==> src/rtl/bcd_pkg.sv <==
// Shared definitions for the sequential binary-to-BCD converter: digit width,
// FSM state encoding, digit-count sizing and significant-digit counting.
package bcd_pkg;

  localparam int DIGIT_W    = 4;
  // Widest BCD result the significant-digit helper can inspect.
  localparam int MAX_DIGITS = 16;

  typedef enum logic [1:0] {
    IDLE  = 2'd0,
    SHIFT = 2'd1,
    DONE  = 2'd2
  } state_t;

  // Smallest digit count d such that 10^d > 2^bin_w - 1.
  function automatic int min_digits(input int bin_w);
    longint unsigned max_val;
    longint unsigned pow10;
    int              d;
    max_val = (64'd1 << bin_w) - 64'd1;
    pow10   = 64'd1;
    d       = 0;
    for (int i = 0; i < 20; i++) begin
      if (pow10 <= max_val) begin
        pow10 = pow10 * 64'd10;
        d     = d + 1;
      end else begin
        d     = d;
      end
    end
    return d;
  endfunction

  // Index of the highest non-zero digit plus one; an all-zero value counts as 1.
  function automatic int sig_digits(input logic [DIGIT_W*MAX_DIGITS-1:0] bcd,
                                    input int digits);
    int n;
    n = 1;
    for (int i = 0; i < MAX_DIGITS; i++) begin
      if ((i < digits) && (bcd[i*DIGIT_W +: DIGIT_W] != 4'd0)) begin
        n = i + 1;
      end else begin
        n = n;
      end
    end
    return n;
  endfunction

endpackage

==> src/rtl/bcd_dabble_step.sv <==
// One double-dabble iteration: add 3 to every digit >= 5, then shift the
// concatenation {digits, mag} left by one bit.
module bcd_dabble_step
  import bcd_pkg::*;
#(
  parameter int BIN_W  = 16,
  parameter int DIGITS = 5
) (
  input  logic [DIGIT_W*DIGITS-1:0] digits_in,
  input  logic [BIN_W-1:0]          mag_in,
  output logic [DIGIT_W*DIGITS-1:0] digits_out,
  output logic [BIN_W-1:0]          mag_out
);

  logic [DIGIT_W*DIGITS-1:0] adjusted;
  // Carry out of the top digit; always zero for a legally sized DIGITS.
  logic                      unused_carry;

  // Per-digit add-3 correction; digits never carry into one another here.
  always_comb begin
    adjusted = '0;
    for (int i = 0; i < DIGITS; i++) begin
      if (digits_in[i*DIGIT_W +: DIGIT_W] >= 4'd5) begin
        adjusted[i*DIGIT_W +: DIGIT_W] = digits_in[i*DIGIT_W +: DIGIT_W] + 4'd3;
      end else begin
        adjusted[i*DIGIT_W +: DIGIT_W] = digits_in[i*DIGIT_W +: DIGIT_W];
      end
    end
  end

  assign digits_out   = {adjusted[DIGIT_W*DIGITS-2:0], mag_in[BIN_W-1]};
  assign mag_out      = {mag_in[BIN_W-2:0], 1'b0};
  assign unused_carry = adjusted[DIGIT_W*DIGITS-1];

endmodule

==> src/rtl/bin_to_bcd_seq.sv <==
// Multi-cycle binary-to-BCD converter with valid/ready on both sides, an
// optional two's-complement input mode and a significant-digit count.
module bin_to_bcd_seq
  import bcd_pkg::*;
#(
  parameter int BIN_W  = 16,
  parameter int DIGITS = 5
) (
  input  logic                         clk,
  input  logic                         rst_n,
  input  logic                         in_valid,
  output logic                         in_ready,
  input  logic [BIN_W-1:0]             in_bin,
  input  logic                         in_signed,
  output logic                         out_valid,
  input  logic                         out_ready,
  output logic [4*DIGITS-1:0]          out_bcd,
  output logic                         out_neg,
  output logic [$clog2(DIGITS+1)-1:0]  out_ndigits
);

  localparam int BCD_W = DIGIT_W * DIGITS;
  localparam int NDW   = $clog2(DIGITS + 1);
  localparam int CNT_W = $clog2(BIN_W + 1);

  // Reject configurations that cannot hold every input value.
  generate
    if ((BIN_W < 4) || (BIN_W > 32)) begin : g_bad_width
      $error("bin_to_bcd_seq: BIN_W must lie in 4..32");
    end
    if ((DIGITS < min_digits(BIN_W)) || (DIGITS > MAX_DIGITS)) begin : g_bad_digits
      $error("bin_to_bcd_seq: DIGITS too small for BIN_W or above MAX_DIGITS");
    end
  endgenerate

  state_t                      state;
  logic [CNT_W-1:0]            count;
  logic [BIN_W-1:0]            mag;
  logic [BCD_W-1:0]            digits;

  logic [BIN_W-1:0]            in_mag;
  logic                        in_is_neg;
  logic [BCD_W-1:0]            step_digits;
  logic [BIN_W-1:0]            step_mag;
  logic [DIGIT_W*MAX_DIGITS-1:0] step_ext;
  logic [NDW-1:0]              step_ndigits;

  // Magnitude and sign of the presented word; the most negative value maps
  // to 2^(BIN_W-1), which still fits the unsigned BIN_W-bit magnitude.
  always_comb begin
    in_is_neg = in_signed & in_bin[BIN_W-1];
    if (in_is_neg) begin
      in_mag = ~in_bin + BIN_W'(1);
    end else begin
      in_mag = in_bin;
    end
  end

  bcd_dabble_step #(
    .BIN_W  (BIN_W),
    .DIGITS (DIGITS)
  ) u_step (
    .digits_in  (digits),
    .mag_in     (mag),
    .digits_out (step_digits),
    .mag_out    (step_mag)
  );

  // Significant-digit count of the digits produced by the current iteration.
  always_comb begin
    step_ext            = '0;
    step_ext[BCD_W-1:0] = step_digits;
    step_ndigits        = NDW'(sig_digits(step_ext, DIGITS));
  end

  // Handshake FSM, iteration counter and all registered outputs.
  always_ff @(posedge clk or negedge rst_n) begin
    if (!rst_n) begin
      state       <= IDLE;
      count       <= '0;
      mag         <= '0;
      digits      <= '0;
      in_ready    <= 1'b1;
      out_valid   <= 1'b0;
      out_bcd     <= '0;
      out_neg     <= 1'b0;
      out_ndigits <= NDW'(1);
    end else begin
      case (state)
        IDLE: begin
          if (in_valid && in_ready) begin
            mag      <= in_mag;
            out_neg  <= in_is_neg;
            digits   <= '0;
            count    <= CNT_W'(BIN_W);
            in_ready <= 1'b0;
            state    <= SHIFT;
          end else begin
            state    <= IDLE;
          end
        end
        SHIFT: begin
          digits <= step_digits;
          mag    <= step_mag;
          count  <= count - CNT_W'(1);
          if (count == CNT_W'(1)) begin
            out_bcd     <= step_digits;
            out_ndigits <= step_ndigits;
            out_valid   <= 1'b1;
            state       <= DONE;
          end else begin
            state       <= SHIFT;
          end
        end
        DONE: begin
          if (out_ready) begin
            out_valid <= 1'b0;
            in_ready  <= 1'b1;
            state     <= IDLE;
          end else begin
            state     <= DONE;
          end
        end
        default: begin
          out_valid <= 1'b0;
          in_ready  <= 1'b1;
          state     <= IDLE;
        end
      endcase
    end
  end

endmodule

==> config.mk <==
export PLATFORM = sky130hd
export DESIGN_NAME = bin_to_bcd_seq
export DESIGN_NICKNAME = d
export VERILOG_FILES = /design/src/rtl/bcd_pkg.sv /design/src/rtl/bcd_dabble_step.sv /design/src/rtl/bin_to_bcd_seq.sv
export SDC_FILE = /design/constraint.sdc
export NUM_CORES = 1
export LEC_CHECK = 0
export ABC_AREA = 1
export BUFFER_PORTS_ARGS = -buffer_cell sky130_fd_sc_hd__buf_2
export CAP_MARGIN = 10
export CORE_AREA = 10 10 90 92
export DETAILED_ROUTE_END_ITERATION = 12
export DIE_AREA = 0 0 100 102
export PLACE_DENSITY = 0.87
export SYNTH_ARGS = -nofsm -noshare
export SYNTH_HDL_FRONTEND = slang
export SYNTH_SLANG_ARGS = --single-unit
export TNS_END_PERCENT = 5
==> constraint.sdc <==
create_clock -name clk -period 3.1 [get_ports clk]
set_input_delay 0.62 -clock clk [delete_from_list [all_inputs] [get_ports clk]]
set_output_delay 0.62 -clock clk [all_outputs]
set_load 0.01 [all_outputs]
==> qor.json, run 1 <==
{
  "crit_chain": {"value": "inv_1 > ha_1 > inv_1 > o21ai_0 > nand3_1 > nand2_1 > nand2_1 > nor2_1 > nand2_1 > nand2_1 > nand2_1"},
  "fin_skew": {"value": 0.0112, "unit": "ns"},
  "routed_wl": {"value": 8370, "unit": "µm"},
  "grt_max_degree": {"value": 46},
  "cts_made_buffers": {"value": 9},
  "rsz0062_at_grt": {"value": "no"},
  "detailedPlace.worstSlack": {"value": 1.20, "unit": "ns"},
  "p_sw_share": {"value": 43.5, "unit": "%"},
  "ys_ff_latch": {"value": 69},
  "setup_viol": {"value": 0},
  "hold_viol": {"value": 0},
  "hold_class": {"value": "in2async"},
  "finalCritPeriodShare": {"value": 58.5, "unit": "%"},
  "floorplan.io_pins": {"value": 47},
  "placedInstanceArea": {"value": 4010, "unit": "µm²"},
  "power.share.clock": {"value": 17.5, "unit": "%"},
  "ys.warnings.count": {"value": 0},
  "gp_congestion": {"value": 0.853},
  "postLayoutCellArea": {"value": 4220, "unit": "µm²"},
  "clock-root-buffer": {"value": "sky130_fd_sc_hd__clkbuf_8"},
  "post-dp-hpwl": {"value": 6080, "unit": "µm"},
  "max-slew-margin-rel": {"value": 62.2, "unit": "%"},
  "timing.critical_path.buf_inv": {"value": 2},
  "die_area": {"value": 10200, "unit": "µm²"},
  "clk_path_buf_depth": {"value": 2},
  "cts_resized": {"value": 0},
  "avgSynthCellArea": {"value": 7.80, "unit": "µm²"},
  "clock_sink_count": {"value": 69},
  "min_period": {"value": 1.81, "unit": "ns"},
  "grt_pass1_vias": {"value": 3244},
  "clock.fmax": {"value": 0.551, "unit": "GHz"},
  "fp.dieH": {"value": 102, "unit": "µm"},
  "cellInternalPower": {"value": 0.00254, "unit": "W"},
  "synth_nets": {"value": 510},
  "timing.critical_path.mode_cell": {"value": "sky130_fd_sc_hd__nand2_1"},
  "wire_length_of_the_first_global_routing_pass": {"value": 14500, "unit": "µm"},
  "highest-signal-layer": {"value": "met4"},
  "row_count": {"value": 29},
  "final_core_util": {"value": 67.2, "unit": "%"},
  "total_power": {"value": 0.00450, "unit": "W"},
  "detailroute.wirelength.met3": {"value": 417, "unit": "µm"},
  "cp_top_family": {"value": "simple AND/OR/NAND/NOR gates"},
  "floorplan.initialDensity": {"value": 59.2, "unit": "%"},
  "num_antenna_cells": {"value": 0},
  "area_inside_the_core_boundary": {"value": 6280, "unit": "µm²"},
  "fp.dieW": {"value": 100, "unit": "µm"},
  "vdd_ir_drop_max": {"value": 0.487, "unit": "mV"},
  "slowest_cp_cell": {"value": "sky130_fd_sc_hd__dfrtp_1"},
  "met1Wirelength": {"value": 3630, "unit": "µm"},
  "area.sequential": {"value": 1730, "unit": "µm²"},
  "seq_power_share": {"value": 34.2, "unit": "%"},
  "tritoncts": {"value": "yes"},
  "clk_pin_slew": {"value": 0.08, "unit": "ns"},
  "critical_path_peak_fanout": {"value": 5},
  "drc": {"value": 0},
  "remaining_number_of_nets_flagged_by_the_antenna_check_after_routing": {"value": 0},
  "fillers": {"value": 501},
  "dr_wl_met2": {"value": 4110, "unit": "µm"},
  "final_layout_size_suffix_gt1_share": {"value": 14.7, "unit": "%"},
  "antenna_found_initial": {"value": 0},
  "power_leakage": {"value": 2.25, "unit": "nW"},
  "power_switching": {"value": 0.00196, "unit": "W"},
  "routed-via-count": {"value": 3182},
  "netlist_instances": {"value": 476},
  "setup.worst_path.end_class": {"value": "flop"},
  "multiInputGateArea": {"value": 1630, "unit": "µm²"},
  "comb_power_share": {"value": 48.3, "unit": "%"},
  "global_route.overflow_total": {"value": 0},
  "setup_tns": {"value": 0, "unit": "ns"},
  "fin_ws": {"value": 1.29, "unit": "ns"},
  "wl_per_cell": {"value": 13.8, "unit": "µm"},
  "syn_area": {"value": 3710, "unit": "µm²"},
  "htreeDepth": {"value": 3},
  "power.density_cell_area": {"value": 1070, "unit": "nW/µm²"},
  "tightest_slew": {"value": 0.568, "unit": "ns"},
  "initialDrtViolationCount": {"value": 220},
  "worstPathArrival": {"value": 2.05, "unit": "ns"},
  "buffer_ports.inserted": {"value": 46},
  "critPathRequiredTime": {"value": 3.34, "unit": "ns"},
  "startpoint_type": {"value": "flop"},
  "overall_track_demand_over_capacity_in_global_routing": {"value": 17.2, "unit": "%"},
  "maxCapViolCount": {"value": 0},
  "clk_latency": {"value": 0.34, "unit": "ns"},
  "route.detailed.vias_per_inst": {"value": 5.23},
  "firstDrtPassIters": {"value": 4},
  "area.growth.synth_to_final": {"value": 13.6, "unit": "%"},
  "cts.repair_timing.setup_buffer_count": {"value": 0},
  "finish.net_count": {"value": 560},
  "share_of_synthesized_area_occupied_by_flip_flops_and_latches": {"value": 46.5, "unit": "%"},
  "finalMaxSlewViolations": {"value": 0},
  "yosys.cell_types.count": {"value": 29},
  "post_cts_hold_buffer_count": {"value": 0},
  "timing.critical_path.slowest_cell_delay": {"value": 0.43, "unit": "ns"},
  "setup.worst_path.class": {"value": "reg2reg"},
  "outcome": {"value": "complete, no violations"}
}
path summary, 6_finish.rpt:
path,startpoint,endpoint,slack [ns],cells past startpoint
max reg2reg,digits[4],out_ndigits[1],1.29,11
min,rst_n,out_bcd[6],0.26,2
min reg2reg,out_bcd[6],out_bcd[6],0.48,2
max in group asynchronous,rst_n,digits[1],2.34,2
min in group clk,out_bcd[6],out_bcd[6],0.48,2
max,digits[4],out_ndigits[1],1.29,11
layer usage:
| layer | track usage [%] | up-vias |
|---|---|---|
| li1 | - | 1633 |
| met1 | 20.1 | 1441 |
| met2 | 28.7 | 86 |
| met3 | 4.72 | 22 |
| met4 | 8.48 | 0 |
| met5 | 0 | - |
cells by family after synthesis:
kind of cell    Yosys count  share of synthesized area (%)
compound gates           92                           14.2
xor+xnor                  7                           1.65
fa+ha+maj                13                           4.38
buf+inv                  89                           9.67
flops                    69                           46.5
simple gates            206                           23.6
final cells by class:
class | count | area share, %
Timing Repair Buffer | 52 | 6.52
Multi-Input combinational cell | 318 | 38.5
Tap cell | 77 | 2.28
Sequential cell | 69 | 41.0
Inverter | 76 | 6.76
Clock buffer | 12 | 3.20
Clock inverter | 4 | 1.72
synth_stat cells:
master                     count  share of area (%)
sky130_fd_sc_hd__dfrtp_1      67                 45
sky130_fd_sc_hd__nand4_2       1               0.34
sky130_fd_sc_hd__o22ai_1      27                4.5
sky130_fd_sc_hd__o21ai_1       7               0.94
sky130_fd_sc_hd__nor2_4        1               0.30
sky130_fd_sc_hd__clkinv_1      1               0.10
sky130_fd_sc_hd__or2_2         2               0.34
sky130_fd_sc_hd__nand4_1       4               0.67
sky130_fd_sc_hd__nor2_2        1               0.17
sky130_fd_sc_hd__nor2_1       30                3.0
sky130_fd_sc_hd__a21oi_1       4               0.54
sky130_fd_sc_hd__o21a_1        1               0.20
sky130_fd_sc_hd__ha_1         13                4.4
sky130_fd_sc_hd__o211ai_1      4               0.81
sky130_fd_sc_hd__o21ai_0      41                5.5
sky130_fd_sc_hd__inv_1        73                7.4
sky130_fd_sc_hd__nand2_1     127                 13
sky130_fd_sc_hd__buf_2         8                1.1
sky130_fd_sc_hd__o21bai_1      6                1.2
sky130_fd_sc_hd__nor2_8        1               0.54
sky130_fd_sc_hd__clkbuf_1      3               0.30
sky130_fd_sc_hd__inv_2         2               0.20
sky130_fd_sc_hd__dfstp_2       2                1.4
sky130_fd_sc_hd__nor3_1        2               0.27
sky130_fd_sc_hd__nand2_2       3               0.51
sky130_fd_sc_hd__nand3_1      34                4.6
sky130_fd_sc_hd__a21boi_0      2               0.40
sky130_fd_sc_hd__xor2_1        7                1.7
sky130_fd_sc_hd__buf_6         2               0.61
cells in the final DEF (no fill, tap or decap), drive strengths merged:
cell type / count
nor2: 33
nand2: 130
dfstp: 2
clkinvlp: 1
o21a: 1
a21boi: 2
o21bai: 6
nand3: 34
a21oi: 4
bufinv: 2
inv: 75
ha: 13
o21ai: 48
nand4: 5
o211ai: 4
xor2: 7
clkinv: 2
dfrtp: 67
or2: 2
o22ai: 27
buf: 52
nor3: 2
clkbuf: 12
flip-flops by register name, indices dropped and copies added (netlist names):
name,flops
count,5
in_ready,1
digits,20
state,2
out_neg,1
out_ndigits,3
out_valid,1
out_bcd,20
mag,16
power by group through the flow:
stage	registers [W]	clock network, W	logic [W]
6_report	0.00154	0.000787	0.00217
5_1_grt	0.00159	0.000842	0.00250
4_1_cts	0.00154	0.000802	0.00217
3_5_place_dp	0.00155	0	0.00215
3_3_place_gp	0.00153	0	0.00205
2_1_floorplan	0.00158	0	0.00150
metrics by stage:
step                std cells  hold WS (ns)
detailed placement        592         0.469
global placement          592         0.461
floorplan                 476         0.324
global route              608         0.286
finish                    608         0.257
CTS                       608         0.264
(Power assumes the default switching activity.)
==> run 2, diff against run 1 <==
- CORE_AREA: 10 10 90 92 -> 10 10 92 94
- DIE_AREA: 0 0 100 102 -> 0 0 102 104
- PLACE_DENSITY: 0.87 -> 0.83
- clock period: 3.1 -> 1.67 ns (I/O delays scaled with it)
==> run 2 against run 1 <==
- register-to-register slack got worse by 1.3 ns
- critical endpoint unchanged
- power rose by 89%
- final cell count rose by 1.8%
- clock skew fell by 0.0068 ns
==> qor.json, run 2 (same netlist as run 1, synthesis figures left out) <==
{
  "vdd_ir_drop_max": {"value": 0.648, "unit": "mV", "change": "+33%"},
  "clock_sink_count": {"value": 69, "change": "unchanged"},
  "clk_latency": {"value": 0.35, "unit": "ns", "change": "about the same"},
  "max-slew-margin-rel": {"value": 61.9, "unit": "%", "change": "-0.25 points"},
  "firstDrtPassIters": {"value": 5, "change": "+1"},
  "finish.net_count": {"value": 569, "change": "+1.6%"},
  "power_switching": {"value": 0.00379, "unit": "W", "change": "+94%"},
  "setup.worst_path.class": {"value": "reg2reg"},
  "timing.critical_path.slowest_cell_delay": {"value": 0.39, "unit": "ns", "change": "-0.04 ns"},
  "remaining_number_of_nets_flagged_by_the_antenna_check_after_routing": {"value": 0, "change": "unchanged"},
  "buffer_ports.inserted": {"value": 46, "change": "unchanged"},
  "floorplan.io_pins": {"value": 47, "change": "unchanged"},
  "critical_path_peak_fanout": {"value": 4, "change": "-1"},
  "met1Wirelength": {"value": 3650, "unit": "µm", "change": "+0.55%"},
  "layout_common_cells": {"value": "sky130_fd_sc_hd__nand2_1, sky130_fd_sc_hd__inv_1, sky130_fd_sc_hd__dfrtp_1"},
  "tritoncts": {"value": "yes"},
  "critPathRequiredTime": {"value": 1.91, "unit": "ns", "change": "-1.43 ns"},
  "comb_power_share": {"value": 51.8, "unit": "%", "change": "+3.5 points"},
  "startpoint_type": {"value": "flop"},
  "detailedPlace.worstSlack": {"value": -0.0274, "unit": "ns", "change": "-1.22 ns"},
  "wl_per_cell": {"value": 13.9, "unit": "µm", "change": "+1.4%"},
  "clock.fmax": {"value": 0.608, "unit": "GHz", "change": "+10%"},
  "route.detailed.vias_per_inst": {"value": 5.35, "change": "+2.2%"},
  "fp.dieW": {"value": 102, "unit": "µm", "change": "+2.0%"},
  "cellInternalPower": {"value": 0.00473, "unit": "W", "change": "+86%"},
  "detailroute.wirelength.met3": {"value": 469, "unit": "µm", "change": "+12%"},
  "drc": {"value": 0, "change": "unchanged"},
  "layout_top_registers": {"value": "digits x20, out_bcd x20, mag x16"},
  "global_route.overflow_total": {"value": 0, "change": "unchanged"},
  "highest-signal-layer": {"value": "met4"},
  "fin_skew": {"value": 0.00438, "unit": "ns", "change": "-0.00683 ns"},
  "routed_wl": {"value": 8640, "unit": "µm", "change": "+3.2%"},
  "timing.critical_path.buf_inv": {"value": 2, "change": "unchanged"},
  "final_layout_size_suffix_gt1_share": {"value": 19.1, "unit": "%", "change": "+4.4 points"},
  "clk_path_buf_depth": {"value": 2, "change": "unchanged"},
  "setup_viol": {"value": 0, "change": "unchanged"},
  "gp_congestion": {"value": 0.870, "change": "+2.0%"},
  "slowest_cp_cell": {"value": "sky130_fd_sc_hd__dfrtp_1"},
  "min_period": {"value": 1.64, "unit": "ns", "change": "-0.170 ns"},
  "overall_track_demand_over_capacity_in_global_routing": {"value": 16.1, "unit": "%", "change": "-1.1 points"},
  "floorplan.initialDensity": {"value": 55.6, "unit": "%", "change": "-3.6 points"},
  "power.density_cell_area": {"value": 1960, "unit": "nW/µm²", "change": "+84%"},
  "tightest_slew": {"value": 0.571, "unit": "ns", "change": "+0.00285 ns"},
  "hold_viol": {"value": 0, "change": "unchanged"},
  "fp.dieH": {"value": 104, "unit": "µm", "change": "+2.0%"},
  "maxCapViolCount": {"value": 0, "change": "unchanged"},
  "num_antenna_cells": {"value": 0, "change": "unchanged"},
  "setup.worst_path.end_class": {"value": "flop"},
  "area_inside_the_core_boundary": {"value": 6680, "unit": "µm²", "change": "+6.4%"},
  "finalCritPeriodShare": {"value": 98.4, "unit": "%", "change": "+40 points"},
  "timing.critical_path.mode_cell": {"value": "sky130_fd_sc_hd__nand2_1"},
  "area.growth.synth_to_final": {"value": 16.9, "unit": "%"},
  "hold_class": {"value": "in2reg"},
  "row_count": {"value": 30, "change": "+3.4%"},
  "clk_pin_slew": {"value": 0.07, "unit": "ns", "change": "about the same"},
  "mostFrequentLayoutCell": {"value": "sky130_fd_sc_hd__nand2_1"},
  "outcome": {"value": "complete, no violations"},
  "grt_pass1_vias": {"value": 3283, "change": "+1.2%"},
  "cp_top_family": {"value": "simple AND/OR/NAND/NOR gates"},
  "final_core_util": {"value": 65.0, "unit": "%", "change": "-2.2 points"},
  "cts_made_buffers": {"value": 9, "change": "unchanged"},
  "seq_power_share": {"value": 33.7, "unit": "%", "change": "-0.5 points"},
  "crit_chain": {"value": "inv_1 > ha_1 > inv_1 > nand2_1 > nand2_1 > nand3_1 > nor2_1 > nand2_1 > nand2_1 > nand2_1"},
  "routed-via-count": {"value": 3311, "change": "+4.1%"},
  "rsz0062_at_grt": {"value": "yes"},
  "power.share.clock": {"value": 14.4, "unit": "%", "change": "-3.1 points"},
  "fin_ws": {"value": 0.0263, "unit": "ns", "change": "-1.26 ns"},
  "initialDrtViolationCount": {"value": 221, "change": "+0.45%"},
  "finalMaxSlewViolations": {"value": 0, "change": "unchanged"},
  "total_power": {"value": 0.00851, "unit": "W", "change": "+89%"},
  "grt_max_degree": {"value": 40, "change": "-13%"},
  "post-dp-hpwl": {"value": 6140, "unit": "µm", "change": "+0.95%"},
  "p_sw_share": {"value": 44.5, "unit": "%", "change": "+1.0 points"},
  "worstPathArrival": {"value": 1.88, "unit": "ns", "change": "-0.17 ns"},
  "dr_wl_met2": {"value": 4360, "unit": "µm", "change": "+6.1%"},
  "die_area": {"value": 10600, "unit": "µm²", "change": "+4.0%"},
  "htreeDepth": {"value": 3, "change": "unchanged"},
  "power_leakage": {"value": 2.30, "unit": "nW", "change": "+2.5%"},
  "setup_tns": {"value": 0, "unit": "ns", "change": "unchanged"},
  "antenna_found_initial": {"value": 0, "change": "unchanged"},
  "clock-root-buffer": {"value": "sky130_fd_sc_hd__clkbuf_8"},
  "wire_length_of_the_first_global_routing_pass": {"value": 14100, "unit": "µm", "change": "-2.7%"}
}
## run 2: changes by cell type in the layout (fill, tap and decap cells not counted), sizes merged
cell / delta
buf: +8
dlygate4sd3: +1
bufinv: -2
clkinvlp: -1
clkbuf: +2
## run 2: power by group through the flow
stage	registers, W	clock network, W	logic (W)
2_1_floorplan	0.00294	0	0.00278
3_3_place_gp	0.00284	0	0.00389
3_5_place_dp	0.00288	0	0.00408
4_1_cts	0.00286	0.00126	0.00412
5_1_grt	0.00297	0.00132	0.00495
6_report	0.00287	0.00123	0.00441
## run 2: worst min-delay path: cells and delay by family
family	cells	cell delay, ns
buffers and inverters	2	0.14
and+or+nand+nor	2	0.10
## run 2: path summary, 6_finish.rpt
kind | start | end | slack, ns | cells past startpoint
worst min-delay path | out_ready | state[1] | 0.26 | 4
worst min register to register | out_bcd[8] | out_bcd[8] | 0.48 | 2
worst max register to register | digits[4] | out_ndigits[1] | 0.03 | 10
max in group asynchronous | rst_n | in_ready | 0.56 | 3
min in group asynchronous | rst_n | digits[0] | 0.49 | 2
worst max-delay path | digits[4] | out_ndigits[1] | 0.03 | 10
## run 2: stage by stage
stage | hold slack (ns) | std cells | area (µm²)
finish | 0.262 | 619 | 4340
floorplan | 0.0384 | 476 | 3710
CTS | 0.248 | 615 | 4260
global placement | 0.316 | 599 | 4070
detailed placement | 0.324 | 599 | 4070
global route | 0.279 | 619 | 4340
## run 2: final cells by class
type / instances / area, µm²
fill: 572 / 2340
timing repair buffer: 61 / 370
inverter: 76 / 285
multi-input combinational: 318 / 1680
clock buffer: 14 / 173
tap: 80 / 100
sequential: 69 / 1730
clock inverter: 1 / 5.00
## run 2: what timing repair did
item / in CTS / in global routing
gates resized for setup: 1 / 20
pin swaps: 0 / 1
endpoints found under the setup margin: 1 / 13
setup buffers: 0 / 4
hold buffers: 1 / 0
hold endpoints to repair: 17 / 0
## run 2: layer usage
| metal | up-vias | track usage (%) |
|---|---|---|
| met3 | 15 | 3.65 |
| met1 | 1551 | 18.8 |
| met4 | 0 | 7.46 |
| met2 | 92 | 26.8 |
| met5 | - | 0 |
| li1 | 1653 | - |
==> run 3, diff against run 2 <==
- ABC_AREA: 1 -> default
- CORE_AREA: 10 10 92 94 -> 10 10 91 93
- DIE_AREA: 0 0 102 104 -> 0 0 101 103
- GPL_TIMING_DRIVEN: default -> 0
- PLACE_DENSITY: 0.83 -> 0.84
==> run 3 against run 2 <==
- the run now ends with setup timing left
- final cell count down 13%
- synthesized cell count shrank 19%
- critical path depth fell by 3
- first-iteration DRC count shrank 19%
- die area decreased by 1.9%
- critical path type unchanged
==> qor.json, run 3 <==
{
  "outcome": {"value": "finished with violations"},
  "violations_in_the_final_reports": {"value": "setup timing"},
  "clk_path_buf_depth": {"value": 2, "change": "unchanged"},
  "power_leakage": {"value": 2.03, "unit": "nW", "change": "-12%"},
  "synth_top_family_by_area": {"value": "simple AND/OR/NAND/NOR gates"},
  "post-synth-top-area-fraction": {"value": 46.2, "unit": "%", "change": "+1.0 points"},
  "synth_fa_ha_area_share": {"value": 4.48, "unit": "%", "change": "+0.10 points"},
  "wire_length_of_the_first_global_routing_pass": {"value": 14700, "unit": "µm", "change": "+4.7%"},
  "reg2reg_to": {"value": "out_ndigits[1]"},
  "tightest_slew": {"value": 0.839, "unit": "ns", "change": "+0.268 ns"},
  "synthDominantAreaCellType": {"value": "sky130_fd_sc_hd__dfrtp_1"},
  "setup_viol": {"value": 9, "change": "+9"},
  "clk_pin_slew": {"value": 0.08, "unit": "ns", "change": "about the same"},
  "power.share.clock": {"value": 16.8, "unit": "%", "change": "+2.4 points"},
  "clock_sink_count": {"value": 69, "change": "unchanged"},
  "timing.critical_path.slowest_cell_delay": {"value": 0.42, "unit": "ns", "change": "+0.03 ns"},
  "synth_mux_area_share": {"value": 2.93, "unit": "%", "change": "+2.9 points"},
  "setup_tns": {"value": -0.819, "unit": "ns", "change": "-0.819 ns"},
  "power.density_cell_area": {"value": 1900, "unit": "nW/µm²", "change": "-2.9%"},
  "rrSetupSlack": {"value": -0.20, "unit": "ns", "change": "-0.22 ns"},
  "syn_area": {"value": 3630, "unit": "µm²", "change": "-2.3%"},
  "drc": {"value": 0, "change": "unchanged"},
  "yosys.cell_types.count": {"value": 46, "change": "+59%"},
  "fin_skew": {"value": 0.00733, "unit": "ns", "change": "+0.00295 ns"},
  "synth_nets": {"value": 421, "change": "-17%"},
  "overall_track_demand_over_capacity_in_global_routing": {"value": 17.3, "unit": "%", "change": "+1.3 points"},
  "slowest_cp_cell": {"value": "sky130_fd_sc_hd__dfrtp_1"},
  "p_sw_share": {"value": 40.8, "unit": "%", "change": "-3.7 points"},
  "layout_common_cells": {"value": "sky130_fd_sc_hd__dfrtp_1, sky130_fd_sc_hd__o21ai_0, sky130_fd_sc_hd__buf_2"},
  "ff2ff_path_depth": {"value": 7, "change": "-3"},
  "max-slew-margin-rel": {"value": 44.1, "unit": "%", "change": "-18 points"},
  "post_cts_hold_buffer_count": {"value": 0, "change": "-1"},
  "startpoint_type": {"value": "flop"},
  "final_layout_size_suffix_gt1_share": {"value": 30.2, "unit": "%", "change": "+11 points"},
  "total_power": {"value": 0.00849, "unit": "W", "change": "-0.26%"},
  "critPathRequiredTime": {"value": 1.96, "unit": "ns", "change": "+0.05 ns"},
  "floorplan.initialDensity": {"value": 55.3, "unit": "%", "change": "-0.32 points"},
  "grt_max_degree": {"value": 70, "change": "+75%"},
  "crit_chain": {"value": "buf_6 > buf_4 > o21ai_0 > nor3b_1 > a21oi_1 > and3_4 > a32o_1"},
  "route.detailed.vias_per_inst": {"value": 5.90, "change": "+10%"},
  "finalCritPeriodShare": {"value": 112, "unit": "%", "change": "+13 points"},
  "hold_class": {"value": "in2async"},
  "clock-root-buffer": {"value": "sky130_fd_sc_hd__clkbuf_8"},
  "finish.net_count": {"value": 490, "change": "-14%"},
  "avgSynthCellArea": {"value": 9.38, "unit": "µm²", "change": "+20%"},
  "ys_top_cells_by_count": {"value": "sky130_fd_sc_hd__dfrtp_1, sky130_fd_sc_hd__o21ai_0, sky130_fd_sc_hd__nand2_1"},
  "area_inside_the_core_boundary": {"value": 6570, "unit": "µm²", "change": "-1.7%"},
  "comb_power_share": {"value": 48.5, "unit": "%", "change": "-3.3 points"},
  "tritoncts": {"value": "yes"},
  "power_switching": {"value": 0.00346, "unit": "W", "change": "-8.5%"},
  "floorplan.io_pins": {"value": 47, "change": "unchanged"},
  "cts_made_buffers": {"value": 9, "change": "unchanged"},
  "die_area": {"value": 10400, "unit": "µm²", "change": "-1.9%"},
  "min_period": {"value": 1.87, "unit": "ns", "change": "+0.222 ns"},
  "synth_async_sr_flop_share": {"value": 100, "unit": "%", "change": "unchanged"},
  "finalMaxSlewViolations": {"value": 0, "change": "unchanged"},
  "ys_ff_latch": {"value": 69, "change": "unchanged"},
  "clock.fmax": {"value": 0.536, "unit": "GHz", "change": "-12%"},
  "firstDrtPassIters": {"value": 4, "change": "-1"},
  "worstPathArrival": {"value": 2.16, "unit": "ns", "change": "+0.28 ns"},
  "netlist_instances": {"value": 387, "change": "-19%"},
  "setup.worst_path.class": {"value": "reg2reg"},
  "gp_congestion": {"value": 0.854, "change": "-1.8%"},
  "cellInternalPower": {"value": 0.00503, "unit": "W", "change": "+6.4%"},
  "rr_startpoint": {"value": "digits[8]"},
  "row_count": {"value": 30, "change": "unchanged"},
  "fillers": {"value": 491, "change": "-14%"},
  "seq_power_share": {"value": 34.6, "unit": "%", "change": "+0.9 points"},
  "ys_top_cells_by_area": {"value": "sky130_fd_sc_hd__dfrtp_1, sky130_fd_sc_hd__o21ai_0, sky130_fd_sc_hd__nand2_1"},
  "vdd_ir_drop_max": {"value": 1.06, "unit": "mV", "change": "+63%"},
  "num_antenna_cells": {"value": 0, "change": "unchanged"},
  "routed-via-count": {"value": 3190, "change": "-3.7%"},
  "wl_per_cell": {"value": 16.4, "unit": "µm", "change": "+17%"},
  "placedInstanceArea": {"value": 3980, "unit": "µm²", "change": "-2.4%"},
  "global_route.overflow_total": {"value": 0, "change": "unchanged"},
  "remaining_number_of_nets_flagged_by_the_antenna_check_after_routing": {"value": 0, "change": "unchanged"},
  "post-dp-hpwl": {"value": 6120, "unit": "µm", "change": "-0.39%"},
  "compound_gate_portion_of_the_synthesized_area": {"value": 18.3, "unit": "%", "change": "+4.1 points"},
  "buffer_ports.inserted": {"value": 46, "change": "unchanged"},
  "ys.warnings.count": {"value": 0, "change": "unchanged"},
  "yosys.area_share.xor_xnor": {"value": 3.86, "unit": "%", "change": "+2.2 points"},
  "fin_ws": {"value": -0.196, "unit": "ns", "change": "-0.222 ns"},
  "initialDrtViolationCount": {"value": 178, "change": "-19%"},
  "yosys.area_share.simple": {"value": 19.2, "unit": "%", "change": "-4.3 points"},
  "routed_wl": {"value": 8860, "unit": "µm", "change": "+2.7%"},
  "hold_viol": {"value": 0, "change": "unchanged"},
  "maxCapViolCount": {"value": 0, "change": "unchanged"},
  "mostFrequentLayoutCell": {"value": "sky130_fd_sc_hd__dfrtp_1"},
  "area.growth.synth_to_final": {"value": 22.8, "unit": "%"},
  "layout_top_registers": {"value": "digits x20, out_bcd x20, mag x16"},
  "antenna_found_initial": {"value": 0, "change": "unchanged"},
  "share_of_synthesized_area_occupied_by_flip_flops_and_latches": {"value": 47.6, "unit": "%", "change": "+1.1 points"},
  "rsz0062_at_grt": {"value": "yes"},
  "dominantRegCellSynth": {"value": "sky130_fd_sc_hd__dfrtp_1"},
  "grt_pass1_vias": {"value": 3234, "change": "-1.5%"},
  "postLayoutCellArea": {"value": 4460, "unit": "µm²", "change": "+2.7%"},
  "setup.worst_path.end_class": {"value": "flop"},
  "fp.dieW": {"value": 101, "unit": "µm", "change": "-0.98%"},
  "synth-edff-count": {"value": 0, "change": "unchanged"},
  "critical_path_peak_fanout": {"value": 7, "change": "+3"},
  "clk_latency": {"value": 0.35, "unit": "ns", "change": "about the same"},
  "htreeDepth": {"value": 3, "change": "unchanged"},
  "fp.dieH": {"value": 103, "unit": "µm", "change": "-0.96%"}
}
run 3: cell types whose count changed after synthesis, moves of 12 or more:
cell                      delta
sky130_fd_sc_hd__a21oi_1    +13
sky130_fd_sc_hd__a22oi_1    +12
sky130_fd_sc_hd__inv_1      -59
sky130_fd_sc_hd__nand2_1    -79
sky130_fd_sc_hd__nor2_1     -15
sky130_fd_sc_hd__o21ai_0    +26
sky130_fd_sc_hd__o22ai_1    -27
run 3: area by class of cell:
cell class | instances | area [µm²] | area share, %
clock buffer | 11 | 151 | 3.39
inverter | 14 | 55.1 | 1.23
buffer | 18 | 116 | 2.61
clock inverter | 5 | 58.8 | 1.32
sequential | 69 | 1730 | 38.8
timing repair buffer | 58 | 323 | 7.24
multi-input combinational | 286 | 1920 | 43.1
tap | 80 | 100 | 2.24
run 3: kinds of logic after synthesis:
family	Yosys count
xor+xnor	16
simple gates	133
buf+inv	32
mux	10
fa+ha+maj	13
flops	69
compound gates	114
run 3: routing by layer:
| metal | wire, µm | up-vias | global-route usage (%) |
|---|---|---|---|
| li1 | - | 1518 | - |
| met1 | 3820 | 1556 | 21.1 |
| met2 | 4270 | 98 | 27.9 |
| met3 | 600 | 18 | 4.96 |
| met4 | 167 | 0 | 8.04 |
| met5 | 0 | - | 0 |
run 3: critical path, delay by kind of cell, from the launching register on:
kind | cells | cell delay [ns]
AND/OR/NAND/NOR | 2 | 0.36
flip-flops | 1 | 0.42
buffers and inverters | 2 | 0.30
AO/OA/AOI/OAI | 3 | 0.73
run 3: timing repair:
| action | CTS | global route |
|---|---|---|
| gates cloned | 0 | 0 |
| gates resized for setup | 26 | 50 |
| setup buffers | 10 | 2 |
| pin swaps | 7 | 11 |
| endpoints found under the setup margin | 48 | 52 |
run 3: through the flow:
step	instances	setup slack (ns)	hold slack [ns]	utilization (%)
after floorplan	387	-0.0764	0.0384	-
after global placement	513	-0.264	0.456	60.5
after detailed placement	513	-0.284	0.465	60.5
after CTS	539	-0.192	0.113	66.0
after global routing	541	-0.218	0.140	67.9
final	541	-0.196	0.0851	67.9
run 3: power by group through the flow:
stage / clock network [W] / logic (W) / registers [W]
2_1_floorplan: 0 / 0.00218 / 0.00294
3_3_place_gp: 0 / 0.00310 / 0.00288
3_5_place_dp: 0 / 0.00325 / 0.00291
4_1_cts: 0.00143 / 0.00369 / 0.00289
5_1_grt: 0.00151 / 0.00456 / 0.00304
6_report: 0.00143 / 0.00412 / 0.00294
run 3: worst max-delay path by stage:
stage / from / to / slack, ns / cells past startpoint
global placement: digits[4] / out_ndigits[1] / -0.26 / 7
global route: count[1] / out_ndigits[1] / -0.22 / 8
finish: digits[8] / out_ndigits[1] / -0.20 / 7
CTS: digits[8] / out_ndigits[0] / -0.19 / 8
floorplan: digits[8] / out_ndigits[0] / -0.08 / 8
detailed placement: digits[4] / out_ndigits[1] / -0.28 / 7
